## config.mk

```make
export PLATFORM = sky130hd
export DESIGN_NAME = uart_rx_deser
export DESIGN_NICKNAME = d
export VERILOG_FILES = /design/src/rtl/uart_rx_deser_pkg.sv /design/src/rtl/uart_rx_deser_baud_tick_gen.sv /design/src/rtl/uart_rx_deser.sv
export SDC_FILE = /design/constraint.sdc
export NUM_CORES = 1
export LEC_CHECK = 0
export CAP_MARGIN = 30
export CORE_MARGIN = 2
export CORE_UTILIZATION = 32
export CTS_BUF_LIST = sky130_fd_sc_hd__clkbuf_4
export DETAILED_ROUTE_END_ITERATION = 8
export PLACE_DENSITY = 0.46
export SYNTH_ARGS = -nofsm -noshare
export SYNTH_HDL_FRONTEND = slang
export SYNTH_SLANG_ARGS = --single-unit
```

## constraint.sdc

```tcl
create_clock -name i_clk -period 2.7 [get_ports i_clk]
set_input_delay 0.54 -clock i_clk [delete_from_list [all_inputs] [get_ports i_clk]]
set_output_delay 0.54 -clock i_clk [all_outputs]
set_load 0.02 [all_outputs]
```

## src/rtl/uart_rx_deser_pkg.sv

```systemverilog
// Shared UART definitions: receiver FSM state encoding and default line parameters.
// The matching TX block reuses these defaults.
package uart_rx_deser_pkg;

  localparam int unsigned BAUD_DEFAULT       = 19_200;
  localparam int unsigned OVERSAMPLE_DEFAULT = 16;
  localparam int unsigned DATA_BITS_DEFAULT  = 8;

  typedef enum logic [2:0] {
    IDLE      = 3'd0,
    START     = 3'd1,
    DATA      = 3'd2,
    STOP      = 3'd3,
    WAIT_HIGH = 3'd4
  } rx_state_e;

  // Bits needed to hold a count 0..n-1 (at least one bit).
  function automatic int unsigned cnt_width(input int unsigned n);
    return (n <= 2) ? 1 : $clog2(n);
  endfunction

endpackage

```

## src/rtl/uart_rx_deser_baud_tick_gen.sv

```systemverilog
// Free-running oversample tick: one-cycle pulse every DIVISOR clocks.
// Shared by the UART RX and TX sides.
module baud_tick_gen #(
  parameter int unsigned DIVISOR = 10
) (
  input  logic i_clk,
  input  logic i_rst,
  output logic o_tick
);

  localparam int unsigned CW = (DIVISOR <= 2) ? 1 : $clog2(DIVISOR);

  logic [CW-1:0] cnt;

  always_ff @(posedge i_clk) begin
    if (!i_rst) begin
      cnt <= '0;
    end else if (cnt == CW'(DIVISOR - 1)) begin
      cnt <= '0;
    end else begin
      cnt <= cnt + 1'b1;
    end
  end

  assign o_tick = (cnt == CW'(DIVISOR - 1));

endmodule

```

## src/rtl/uart_rx_deser.sv

```systemverilog
// Oversampling 8N1 UART receiver: synchronizes the RX pin, deframes bytes,
// strobes o_rx_done on a good frame and o_frame_err on a low stop bit.
module uart_rx_deser
  import uart_rx_deser_pkg::*;
#(
  parameter int unsigned CLK_FREQ_HZ = 50_000_000,
  parameter int unsigned BAUD        = BAUD_DEFAULT,
  parameter int unsigned OVERSAMPLE  = OVERSAMPLE_DEFAULT,
  parameter int unsigned DATA_BITS   = DATA_BITS_DEFAULT,
  parameter int unsigned STOP_TICKS  = 16
) (
  input  logic                 i_clk,
  input  logic                 i_rst,
  input  logic                 i_uart_rx,
  output logic [DATA_BITS-1:0] o_data,
  output logic                 o_rx_done,
  output logic                 o_frame_err,
  output logic                 o_busy
);

  localparam int unsigned DIVISOR = CLK_FREQ_HZ / (BAUD * OVERSAMPLE);
  localparam int unsigned SMAX    = (OVERSAMPLE > STOP_TICKS) ? OVERSAMPLE : STOP_TICKS;
  localparam int unsigned SW      = cnt_width(SMAX);
  localparam int unsigned NW      = cnt_width(DATA_BITS);

  logic tick;

  baud_tick_gen #(
    .DIVISOR(DIVISOR)
  ) u_tick (
    .i_clk (i_clk),
    .i_rst (i_rst),
    .o_tick(tick)
  );

  // Two-flop synchronizer; resets to the idle-high line level.
  logic rx_meta;
  logic rx_s;

  always_ff @(posedge i_clk) begin
    if (!i_rst) begin
      rx_meta <= 1'b1;
      rx_s    <= 1'b1;
    end else begin
      rx_meta <= i_uart_rx;
      rx_s    <= rx_meta;
    end
  end

  rx_state_e            state, state_n;
  logic [SW-1:0]        s_cnt, s_cnt_n;
  logic [NW-1:0]        n_cnt, n_cnt_n;
  logic [DATA_BITS-1:0] shift, shift_n;
  logic [DATA_BITS-1:0] data_n;
  logic                 done_n;
  logic                 err_n;

  always_ff @(posedge i_clk) begin
    if (!i_rst) begin
      state       <= IDLE;
      s_cnt       <= '0;
      n_cnt       <= '0;
      shift       <= '0;
      o_data      <= '0;
      o_rx_done   <= 1'b0;
      o_frame_err <= 1'b0;
    end else begin
      state       <= state_n;
      s_cnt       <= s_cnt_n;
      n_cnt       <= n_cnt_n;
      shift       <= shift_n;
      o_data      <= data_n;
      o_rx_done   <= done_n;
      o_frame_err <= err_n;
    end
  end

  always_comb begin
    state_n = state;
    s_cnt_n = s_cnt;
    n_cnt_n = n_cnt;
    shift_n = shift;
    data_n  = o_data;
    done_n  = 1'b0;
    err_n   = 1'b0;

    case (state)
      IDLE: begin
        if (!rx_s) begin
          state_n = START;
          s_cnt_n = '0;
        end
      end

      START: begin
        if (tick) begin
          if (s_cnt == SW'(OVERSAMPLE / 2 - 1)) begin
            // Mid start bit: a high line here means the edge was a glitch.
            if (!rx_s) begin
              state_n = DATA;
              s_cnt_n = '0;
              n_cnt_n = '0;
            end else begin
              state_n = IDLE;
            end
          end else begin
            s_cnt_n = s_cnt + 1'b1;
          end
        end
      end

      DATA: begin
        if (tick) begin
          if (s_cnt == SW'(OVERSAMPLE - 1)) begin
            shift_n = {rx_s, shift[DATA_BITS-1:1]};
            s_cnt_n = '0;
            if (n_cnt == NW'(DATA_BITS - 1)) begin
              state_n = STOP;
            end else begin
              n_cnt_n = n_cnt + 1'b1;
            end
          end else begin
            s_cnt_n = s_cnt + 1'b1;
          end
        end
      end

      STOP: begin
        if (tick) begin
          if (s_cnt == SW'(STOP_TICKS - 1)) begin
            if (rx_s) begin
              data_n  = shift;
              done_n  = 1'b1;
              state_n = IDLE;
            end else begin
              err_n   = 1'b1;
              state_n = WAIT_HIGH;
            end
          end else begin
            s_cnt_n = s_cnt + 1'b1;
          end
        end
      end

      WAIT_HIGH: begin
        if (rx_s) begin
          state_n = IDLE;
        end
      end

      default: begin
        state_n = IDLE;
      end
    endcase
  end

  assign o_busy = (state != IDLE);

endmodule

```

After elaboration in Yosys (flattened, before gate mapping) --
Index checks and enable logic that the tools add are counted.
Operators by class: add/sub/neg operators 3, eq/ne operators 20, multiplexer cells 29, bitwise gates (word level) 1, reductions and logical operators 11
Operators with widths (number):
- $mux 3 | 16
- $mux 4 | 7
- $ne 2x2->1 const B | 12
- $pmux 4 s4 | 1
- $pmux 3 s5 | 1
- $reduce_and 9->1 | 1
- $add 8x1->8 const B | 1
- $eq 8x8->1 const B | 1
- $reduce_and 4->1 | 2
- $reduce_and 7->1 | 1
- $eq 3x2->1 const B | 2
- $eq 3x3->1 const B | 2
- $pmux 3 s2 | 1
- $reduce_and 5->1 | 1
- $add 4x1->4 const B | 1
- $eq 4x3->1 const B | 1
- $eq 4x4->1 const B | 1
- $reduce_bool 4->1 | 1
- $add 3x1->3 const B | 1
- $eq 3x1->1 const B | 1
- $logic_not 3->1 | 1
- $reduce_and 3->1 | 1
- $reduce_bool 3->1 | 1
- $mux 1 | 2
- other kinds (4) | 4
Storage, ports and cells: flip-flop bits (word level) 38, bits of input ports 3, output and inout bits 11, logic and storage cells 74

Logic depth before layout (Yosys ltp) --
depth after elaboration 5, mapped depth 8, gate-level depth less buffers 6

Modules after synthesis --
A second synthesis with hierarchy kept.
Unflattened totals: cell total of the unflattened synthesis 198, area total of the unflattened synthesis 1798.0 µm²
By module, submodules not included:
- uart_rx_deser | instances 1, cells each 158, area each 1427.6 µm², sequential area each 600.6 µm²
- baud_tick_gen | instances 1, cells each 40, area each 370.4 µm², sequential area each 160.2 µm²

Worst setup path before layout --
Ideal clock, no wire load.
path kind register to register, from reg n_cnt[0], to reg n_cnt[0], setup time 0.070 ns, data arrival time 2.002 ns, data required time 2.630 ns, slack 0.627 ns, stages on the path, launching flop included 7, path buffers 0, clock period less this slack 2.073 ns, path through dfxtp_1 ha_1 ha_1 or3b_1 a2111o_1 or4_1 a21oi_1
On the way: cells in the longest elaborated chain, start to end 5, elaborated cells on any way between the ends 8, classes of those cells add/sub (1); eq/ne (2); mux (4); reduce/logical (1)
Ends and longest elaborated chain:
- start, declared | RTL line uart_rx_deser.sv:52 | logic [NW-1:0] n_cnt, n_cnt_n;
- start signal, assigned | RTL line uart_rx_deser.sv:70 | n_cnt <= n_cnt_n;
- $add 3x1->3 | RTL line uart_rx_deser.sv:120 | n_cnt_n = n_cnt + 1'b1;
- $mux 3 | RTL line uart_rx_deser.sv:117 | if (n_cnt == NW'(DATA_BITS - 1)) begin
- $mux 3 | RTL line uart_rx_deser.sv:114 | if (s_cnt == SW'(OVERSAMPLE - 1)) begin
- $mux 3 | RTL line uart_rx_deser.sv:113 | if (tick) begin
- $pmux 3 s2 | RTL line uart_rx_deser.sv:87 | case (state)
Parallel ways exist; a longest one is shown, timed or not. The select of a mux whose other input is x is not followed. A chain may end at the register's enable or synchronous reset.

Final worst setup path --
from reg state[0], to out o_busy
On the way: cells in the longest elaborated chain, start to end 1
Ends and longest elaborated chain:
- start, declared | RTL line uart_rx_deser.sv:50 | rx_state_e state, state_n;
- start signal, assigned | RTL line uart_rx_deser.sv:68 | state <= state_n;
- $reduce_bool 3->1 | RTL line uart_rx_deser.sv:157 | assign o_busy = (state != IDLE);
- end, declared | RTL line uart_rx_deser.sv:18 | output logic o_busy
Every way passes these cells.

==> impl_metrics.toml <==
[run_status]
status = "complete, no violations"

[grt]
grt_usage_pct = 13.6
antenna_found_initial = 0
grt_start_max_net_pins = 23
grt_pass1_wl_um = 6780
grt_overflow = 0
grt_pass1_vias = 1414

[power_and_ir_drop]
powerDensity_nw_per_um2 = 499
max-vdd-ir-drop_v = 0.000214
p_total_mw = 1.03
power_leakage_nw = 0.759

[drt]
wl_met2_um = 1830
post_drt_via_cell_ratio = 5.21
ant_nets = 0
drt_first_iter_violations = 117
wl_per_cell_um = 13.2
drc = 0
highest_layer = "met4"
wl_um = 3860
first_pass_iters = 4
wl_met3_um = 110
num_vias = 1521
wl_met1_um = 1860

[yosys]
synthFlopType = "dfxtp_1"
syn_area_per_cell_um2 = 8.52
yosysWarnings = 0
syn-num-nets = 220
ys_ff_latch = 38
yosysSeqAreaShare_pct = 42.1
ys_async_sr_fraction_pct = 0
synth.distinct_cells = 42
netlist_area_um2 = 1810
netlist_instances = 212
synth_edf_count = 0

[placement]
portBuffers = 13
place_congestion = 0.780
place_hpwl_um = 2730
placed_cells = 284

[timing]
hold_viol = 0
tightest_slew_ps = 783
fin_crit_sh_pct = 85.8
finalSetupViolCount = 0
max_freq_mhz = 432
holdWs_ps = 427
rsz0062_at_grt = "false"
fin_worst_skew_ps = 9.41
slew_headroom_pct = 47.4
fin_crit_ps = 2320
tns_ps = 0
maxSlewViolCount = 0

[floorplanning]
die_x_um = 79.1
die_height_um = 79.1
core_um2 = 5470
rows = 27
die-area_um2 = 6260
io-pin-count = 14
initial_core_util_pct = 33.0

[clock_tree]
cts_buffers = 5
clock_path_buffers = 2
clkSlewWorstSetupHoldPaths_ps = 120
htreeDepth = 2
post_cts_buffers = 0
hold_buffers = 0
cts.sinks = 38
cts.repair.resized = 0
root_buffer = "clkbuf_4"
cts_tree = "done"
worstSkewPairLatency_ps = 340

[critical_path]
critPathArrivalTime_ps = 1780
critical_path.reg2reg.endpoint = "n_cnt[0]"
crit_type = "flop to output pin"
start_kind = "flop"
path_max_fanout = 17
r2r_slack_ps = 480
worstRegToRegCells = 6
crit_required_ps = 2160
worstSetupEndpointType = "output pin"
r2r_start = "n_cnt[0]"

[finish]
final_cells = 292
fillerInstances = 585
final_core_util_pct = 37.6
post_route_cells_drive_above_1_share_pct = 6.36
antenna_cells = 0
nets = 227
area_delta_synth_final_pct = 13.8

[job]
maxCapViolCount = 0

[hold_path]
hold_depth = 1
min_to = "rx_s"
min_from = "rx_meta"
hp-class = "flop to flop"
-- final cells by class --
cell class	count	area (um^2)	share of cell area, %
Timing Repair Buffer	15	145	7.06
Tap cell	72	90.1	4.38
Clock inverter	3	45.0	2.19
Sequential cell	38	761	37.0
Clock buffer	5	37.5	1.83
Inverter	6	22.5	1.10
Multi-Input combinational cell	153	955	46.4
-- worst max-delay path by stage --
stage	start	end	slack, ps
after floorplan	n_cnt[0]	n_cnt[0]	630
after global placement	n_cnt[0]	n_cnt[0]	570
after detailed placement	n_cnt[0]	n_cnt[0]	520
after CTS	state[1]	o_busy	360
after global routing	state[1]	shift[1]	240
final	state[0]	o_busy	380
-- synthesized netlist by cell type, types with 2 or more instances --
cell      instances  area share (%)
clkbuf_1         12             2.5
a21oi_1          16             4.4
or2_2             2            0.69
or3_1             5             1.7
xor2_1            4             1.9
nand3_1          15             4.2
inv_1             6             1.2
o21ai_0          15             4.2
nand3b_1          3             1.2
or3b_1            2            0.97
mux2i_1           8             4.4
nor2_1           21             4.4
o21bai_1          3             1.2
xnor2_1           3             1.5
nand2b_1          5             1.7
nand2_1          12             2.5
nand4_1           3             1.0
and3_1            4             1.4
nor3_1            2            0.55
dfxtp_1          38              42
nor4_1            4             1.4
or4_1             3             1.2
ha_1              5             3.5
a211oi_1          2            0.83
a31oi_1           2            0.69
-- critical path: stages (launching register included) --
cell and delay (ps):
dfxtp_1 670, or3_1 180, clkdlybuf4s50_1 590
-- power breakdown --
part	internal (mW)	total, mW	leakage, nW	switching, mW
registers	0.569	0.582	0.307	0.0126
logic	0.0245	0.0582	0.414	0.0337
clock network	0.194	0.386	0.0374	0.192
total	0.788	1.03	0.759	0.239
-- state kept, by name, summed over array words and instances, names as in the netlist --
register,count
n_cnt,3
o_data,8
o_frame_err,1
o_rx_done,1
rx_meta,1
rx_s,1
s_cnt,4
shift,8
state,3
u_tick.cnt,8
-- layer usage --
metal / global-route usage (%) / up-vias
met5: 0 / -
met1: 17.6 / 721
met4: 5.69 / 0
li1: - / 777
met3: 3.41 / 4
met2: 21.4 / 19
-- cells in the final DEF (no fill, tap or decap), types with 5 or more instances in the layout --
| master | n |
|---|---|
| nand2_1 | 12 |
| or3_1 | 5 |
| nand2b_1 | 5 |
| a21oi_1 | 16 |
| nor2_1 | 21 |
| ha_1 | 5 |
| clkdlybuf4s50_1 | 13 |
| nand3_1 | 15 |
| o21ai_0 | 15 |
| dfxtp_1 | 38 |
| clkbuf_4 | 5 |
| mux2i_1 | 8 |
| inv_1 | 6 |
-- cells by family after synthesis --
group,count (synthesis),share of synthesized area [%]
and+or+nand+nor,86,25.6
DFF,38,42.1
muxes,9,5.06
xor gates and xnor gates,7,3.39
AOI/OAI and AO/OA,46,15.3
adders and majority gates,5,3.46
buffers and inverters,21,5.05
-- stage by stage --
stage | worst slack [ps] | instance area (um^2)
floorplan | 627 | 1810
global placement | 571 | 1970
detailed placement | 523 | 1970
CTS | 364 | 2060
global route | 240 | 2060
finish | 384 | 2060
Power figures use the tool's default switching activity.
==> patch 1, RTL diff (same flow settings) <==
The 5 states of `rx_state_e` get a one-hot encoding in 5 bits.
--- a/src/rtl/uart_rx_deser_pkg.sv
+++ b/src/rtl/uart_rx_deser_pkg.sv
@@ -6,12 +6,12 @@
   localparam int unsigned OVERSAMPLE_DEFAULT = 16;
   localparam int unsigned DATA_BITS_DEFAULT  = 8;
 
-  typedef enum logic [2:0] {
-    IDLE      = 3'd0,
-    START     = 3'd1,
-    DATA      = 3'd2,
-    STOP      = 3'd3,
-    WAIT_HIGH = 3'd4
+  typedef enum logic [4:0] {
+    IDLE      = 5'b00001,
+    START     = 5'b00010,
+    DATA      = 5'b00100,
+    STOP      = 5'b01000,
+    WAIT_HIGH = 5'b10000
   } rx_state_e;
 
   // Bits needed to hold a count 0..n-1 (at least one bit).
Behaviour: same outputs for any inputs over 10 cycles, from zero or initial values and one cycle with i_rst low; not proved beyond that.
==> patch 1 against the unedited design <==
Routed wire length fell by 0.28%; synthesized cell count decreased by 1.4%; via count fell by 2.4%; area after synthesis grew 10%; worst setup slack got worse by 76 ps; die area is 9.8% higher; core utilization is 0.19 points higher; cell area increased by 9.4%; sequential cell count rose by 2; highest routed layer unchanged.
Power is not compared: it rests on default switching activity, and its combinational part moved more than twofold at a synthesized area within 25%.
==> patch 1: results (changes against the unedited design) <==
synth:
  synthAdderAreaFrac: 0.03139  # was 0.03463
  yosysUniqueCellTypes: 54  # was 42
  synth.yosys.seq_area_share: 0.4018  # was 0.4211
  syn-num-nets: 217  # was 220
  synth_compound_area_frac: 0.1149  # was 0.1530
  synth_commonest_cells: "dfxtp_1 (40), nor2_1 (30), mux2i_1 (19)"  # was dfxtp_1 (38), nor2_1 (21), a21oi_1 (16)
  yosys-top-cells-area: "dfxtp_1 (40%), mux2i_1 (9.5%), nor2_1 (5.6%)"  # was dfxtp_1 (42%), a21oi_1 (4.4%), mux2i_1 (4.4%)
  muxShareOfSynthArea: 0.09542  # was 0.05055
  synth_xor_xnor_area_share: 0.03515  # was 0.03393
drt:
  vias_per_cell: 5.000  # was 5.209
  wl_per_cell_um: 12.96  # was 13.22 um
  drt_iter0_drc: 99  # was 117
worst_setup_path:
  cp.arrival_ps: 1850  # was 1780 ps
  critical_path.max_fanout: 12  # was 17
placement:
  pre_cts_ws_ps: 609.2  # was 523.3 ps
  gp_congestion: 0.7701  # was 0.7799
  hpwl_um: 2732  # was 2733 um
global_routing:
  grt_pass1_vias: 1393  # was 1,414
  grt_max_degree: 26  # was 23
  groute.usage.overall: 0.1187  # was 0.1357
final_layout:
  fin_nets: 229  # was 227
  fill_cells: 634  # was 585
  layout-drive-gt1-share: 0.1351  # was 0.06364
status:
  status: "finished clean"  # unchanged
timing:
  clock_skew_ps: 8.285  # was 9.409 ps
  slew_headroom: 0.6242  # was 0.4736
min_path:
  hold_class: "reg2reg"  # unchanged
pwr:
  power.leakage_nw: 0.9640
  power_switching_mw: 0.4982
cts:
  clockBufferDepth: 2  # unchanged
## patch 1: cell types whose count changed in the layout (fill, tap and decap cells not counted), sizes merged, moves of 4 or more
cell,unedited run,this run
a21oi,16,5
inv,6,2
mux2i,8,19
nor2,21,30
nor4,5,1
o21ai,15,6
## patch 1: final cells by class
class                           instances  area share
Clock inverter                          3     0.02115
Sequential cell                        40      0.3561
Multi-Input combinational cell        156      0.4947
Inverter                                3    0.005008
Timing Repair Buffer                   15     0.06455
Tap cell                               75     0.04174
Clock buffer                            5     0.01669
## patch 1: critical path, stage by stage (launching register included)
cell and delay, ps:
dfxtp_1 610, nor2_1 170, nand3_1 120, clkdlybuf4s50_1 600
## patch 1: layer usage
metal / wire length, um / global-route usage / part of all wire / up-vias
li1: - / - / - / 771
met1: 1969 / 0.1557 / 0.51 / 694
met2: 1730 / 0.1899 / 0.45 / 14
met3: 94 / 0.03280 / 0.024 / 6
met4: 53 / 0.03577 / 0.014 / 0
met5: 0 / 0 / 0 / -
## patch 1: path summary, 6_finish.rpt
path | startpoint | endpoint | slack [ps] | depth (start not counted)
worst max-delay path | state[1]$_SDFFE_PN0P_ | o_busy | 310 | 3
worst min-delay path | rx_meta$_SDFF_PN1_ | rx_s$_SDFF_PN1_ | 420 | 1
worst min register to register | rx_meta$_SDFF_PN1_ | rx_s$_SDFF_PN1_ | 420 | 1
worst max register to register | state[2]$_SDFFE_PN0P_ | n_cnt[0]$_SDFFE_PN0P_ | 590 | 5
## patch 1: stage by stage
stage | util | cell area, sq um | instances
final | 0.3775 | 2248 | 297
after global routing | 0.3775 | 2248 | 297
after CTS | 0.3775 | 2248 | 297
after detailed placement | 0.3632 | 2163 | 289
after global placement | 0.3632 | 2163 | 289
after floorplan | - | 1993 | 209
==> patch 2, RTL diff (config.mk and constraints unchanged) <==
Without the edit above. The parameter `STOP_TICKS` goes from 16 to 32.
--- a/src/rtl/uart_rx_deser.sv
+++ b/src/rtl/uart_rx_deser.sv
@@ -7,7 +7,7 @@
   parameter int unsigned BAUD        = BAUD_DEFAULT,
   parameter int unsigned OVERSAMPLE  = OVERSAMPLE_DEFAULT,
   parameter int unsigned DATA_BITS   = DATA_BITS_DEFAULT,
-  parameter int unsigned STOP_TICKS  = 16
+  parameter int unsigned STOP_TICKS  = 32
 ) (
   input  logic                 i_clk,
   input  logic                 i_rst,
Function: same outputs for any inputs over 10 cycles, from zero or initial values and one cycle with i_rst low; that may be too few to reach the edited logic, so the function may still have changed.
==> patch 2 against the unedited design <==
Area after synthesis increased by 2.5%; sequential power increased by 3%; first-iteration DRC count decreased by 41%; power decreased by 5.1%; cell area increased by 2.4%; non-clock buffer count increased by 2; core utilization increased by 0.45 points; worst setup slack got worse by 210 ps; sequential cell count increased by 1; routed wire length decreased by 4.5%.
==> patch 2: results (changes against the unedited design) <==
status:
  status: "finished clean"  # unchanged
worst_setup_path:
  critical_path.max_fanout: 4  # was 17
  r2r_cells: 8  # was 6
  cpMaxStageDelayCell: "or4b_2"  # was dfxtp_1
  cp.arrival_ps: 2790  # was 1780 ps
  max_stage_delay_ps: 630  # was 670 ps
drt:
  firstDrtPassIters: 4  # unchanged
  drt_iter0_drc: 69  # was 117
  wl_per_cell_um: 12.90  # was 13.22 um
  vias: 1410  # was 1,521
final_layout:
  n_antenna_cell: 0  # unchanged
  fin_nets: 224  # was 227
  layout-drive-gt1-share: 0.08411  # was 0.06364
  fill_cells: 561  # was 585
  top_regs: "o_data x8, shift x8, u_tick.cnt x8"  # unchanged
  instances_no_fill: 286  # was 292
placement:
  placed_cells: 278  # was 284
  pre_cts_ws_ps: 219.6  # was 523.3 ps
  hpwl_um: 2645  # was 2733 um
  portBuffers: 13  # unchanged
  post_dp_cell_area_sq_mm: 0.002048  # was 0.001973 sq mm
  gp_congestion: 0.8080  # was 0.7799
synth:
  syn-num-nets: 210  # was 220
  synth_edf_count: 0  # unchanged
  yosys_warnings: 0  # unchanged
  syn_inst: 199  # was 212
  synth.yosys.seq_area_share: 0.4216  # was 0.4211
  yosys-top-cells-area: "dfxtp_1 (42%), mux2i_1 (11%), nor2b_1 (6.4%)"  # was dfxtp_1 (42%), a21oi_1 (4.4%), mux2i_1 (4.4%)
  synth_commonest_cells: "dfxtp_1 (39), mux2i_1 (20), nand2_1 (19), nor2b_1 (19), nand3_1 (12)"  # was dfxtp_1 (38), nor2_1 (21), a21oi_1 (16)
  yosysUniqueCellTypes: 37  # was 42
  async_reset_ff_frac: 0  # unchanged
timing:
  fin_tns_setup_ps: 0  # unchanged
  clock_skew_ps: 10.63  # was 9.409 ps
  slew_headroom: 0.6411  # was 0.4736
cts:
  cts_hold_buf: 0  # unchanged
  ctsResizeCount: 0  # unchanged
  cts_setup_buffers: 0  # unchanged
  htreeDepth: 2  # unchanged
  cts_buffers: 5  # unchanged
  path_clk_slew_ps: 120  # about the same
  clockBufferDepth: 2  # unchanged
  clk_latency_ps: 350
  clock_tree.root_cell: "clkbuf_4"  # unchanged
global_routing:
  groute.usage.overall: 0.1286  # was 0.1357
  grt_pass1_wl_um: 6430  # was 6775 um
  grt_max_degree: 24  # was 23
  grt_antenna_before_repair: 0  # unchanged
min_path:
  hold_class: "reg2reg"  # unchanged
  whs_path_depth: 1  # unchanged
pwr:
  power.leakage_nw: 0.8114  # was 0.7592 nW
  power_switching_mw: 0.2520  # was 0.2385 mW
  ir_drop_mv: 0.2438  # was 0.2143 mV
-- patch 2: critical path, delay by kind of cell (launching register included) --
family / cells / cell delay [ps]
and+or+nand+nor: 3 / 1210
adders and majority gates: 2 / 440
AOI/OAI and AO/OA: 3 / 440
DFF: 1 / 360
-- patch 2: path summary, 6_finish.rpt --
path                              start               endpoint  slack, ps
hold / removal       rx_meta$_SDFF_PN1_        rx_s$_SDFF_PN1_        420
setup reg to reg  s_cnt[0]$_SDFFE_PN0P_  s_cnt[2]$_SDFFE_PN0P_        170
hold reg to reg      rx_meta$_SDFF_PN1_        rx_s$_SDFF_PN1_        420
setup / recovery  s_cnt[0]$_SDFFE_PN0P_  s_cnt[2]$_SDFFE_PN0P_        170
-- patch 2: power groups by stage --
| stage | logic [mW] | registers, mW | clock network, mW |
|---|---|---|---|
| after global placement | 0.0619 | 0.609 | 0 |
| final | 0.0621 | 0.597 | 0.315 |
| after detailed placement | 0.0625 | 0.609 | 0 |
| after global routing | 0.0698 | 0.599 | 0.357 |
| after floorplan | 0.0491 | 0.601 | 0 |
| after CTS | 0.0626 | 0.597 | 0.328 |
-- patch 2: final cells by class --
type | instances | area [sq um] | share of cell area
Multi-Input combinational cell | 145 | 998.5 | 0.4742
Clock buffer | 6 | 45.04 | 0.02139
Clock inverter | 2 | 12.51 | 0.005942
Tap cell | 72 | 90.09 | 0.04278
Sequential cell | 39 | 780.7 | 0.3708
Timing Repair Buffer | 17 | 160.2 | 0.07605
Inverter | 5 | 18.77 | 0.008913
-- patch 2: kinds of logic after synthesis --
group	after synthesis	synth area share
fa+ha+maj	8	0.05406
flops	39	0.4216
buf+inv	15	0.03918
compound gates	19	0.06824
xor+xnor	6	0.02838
mux	20	0.1081
simple gates	92	0.2804
-- patch 2: routing by layer --
metal,vias to the layer above,global-route usage,wire (um),share of wire
met5,-,0,0,0
met3,6,0.03933,154,0.042
met4,0,0.05424,67,0.018
met1,663,0.1666,1777,0.48
met2,27,0.1975,1689,0.46
li1,714,-,-,-
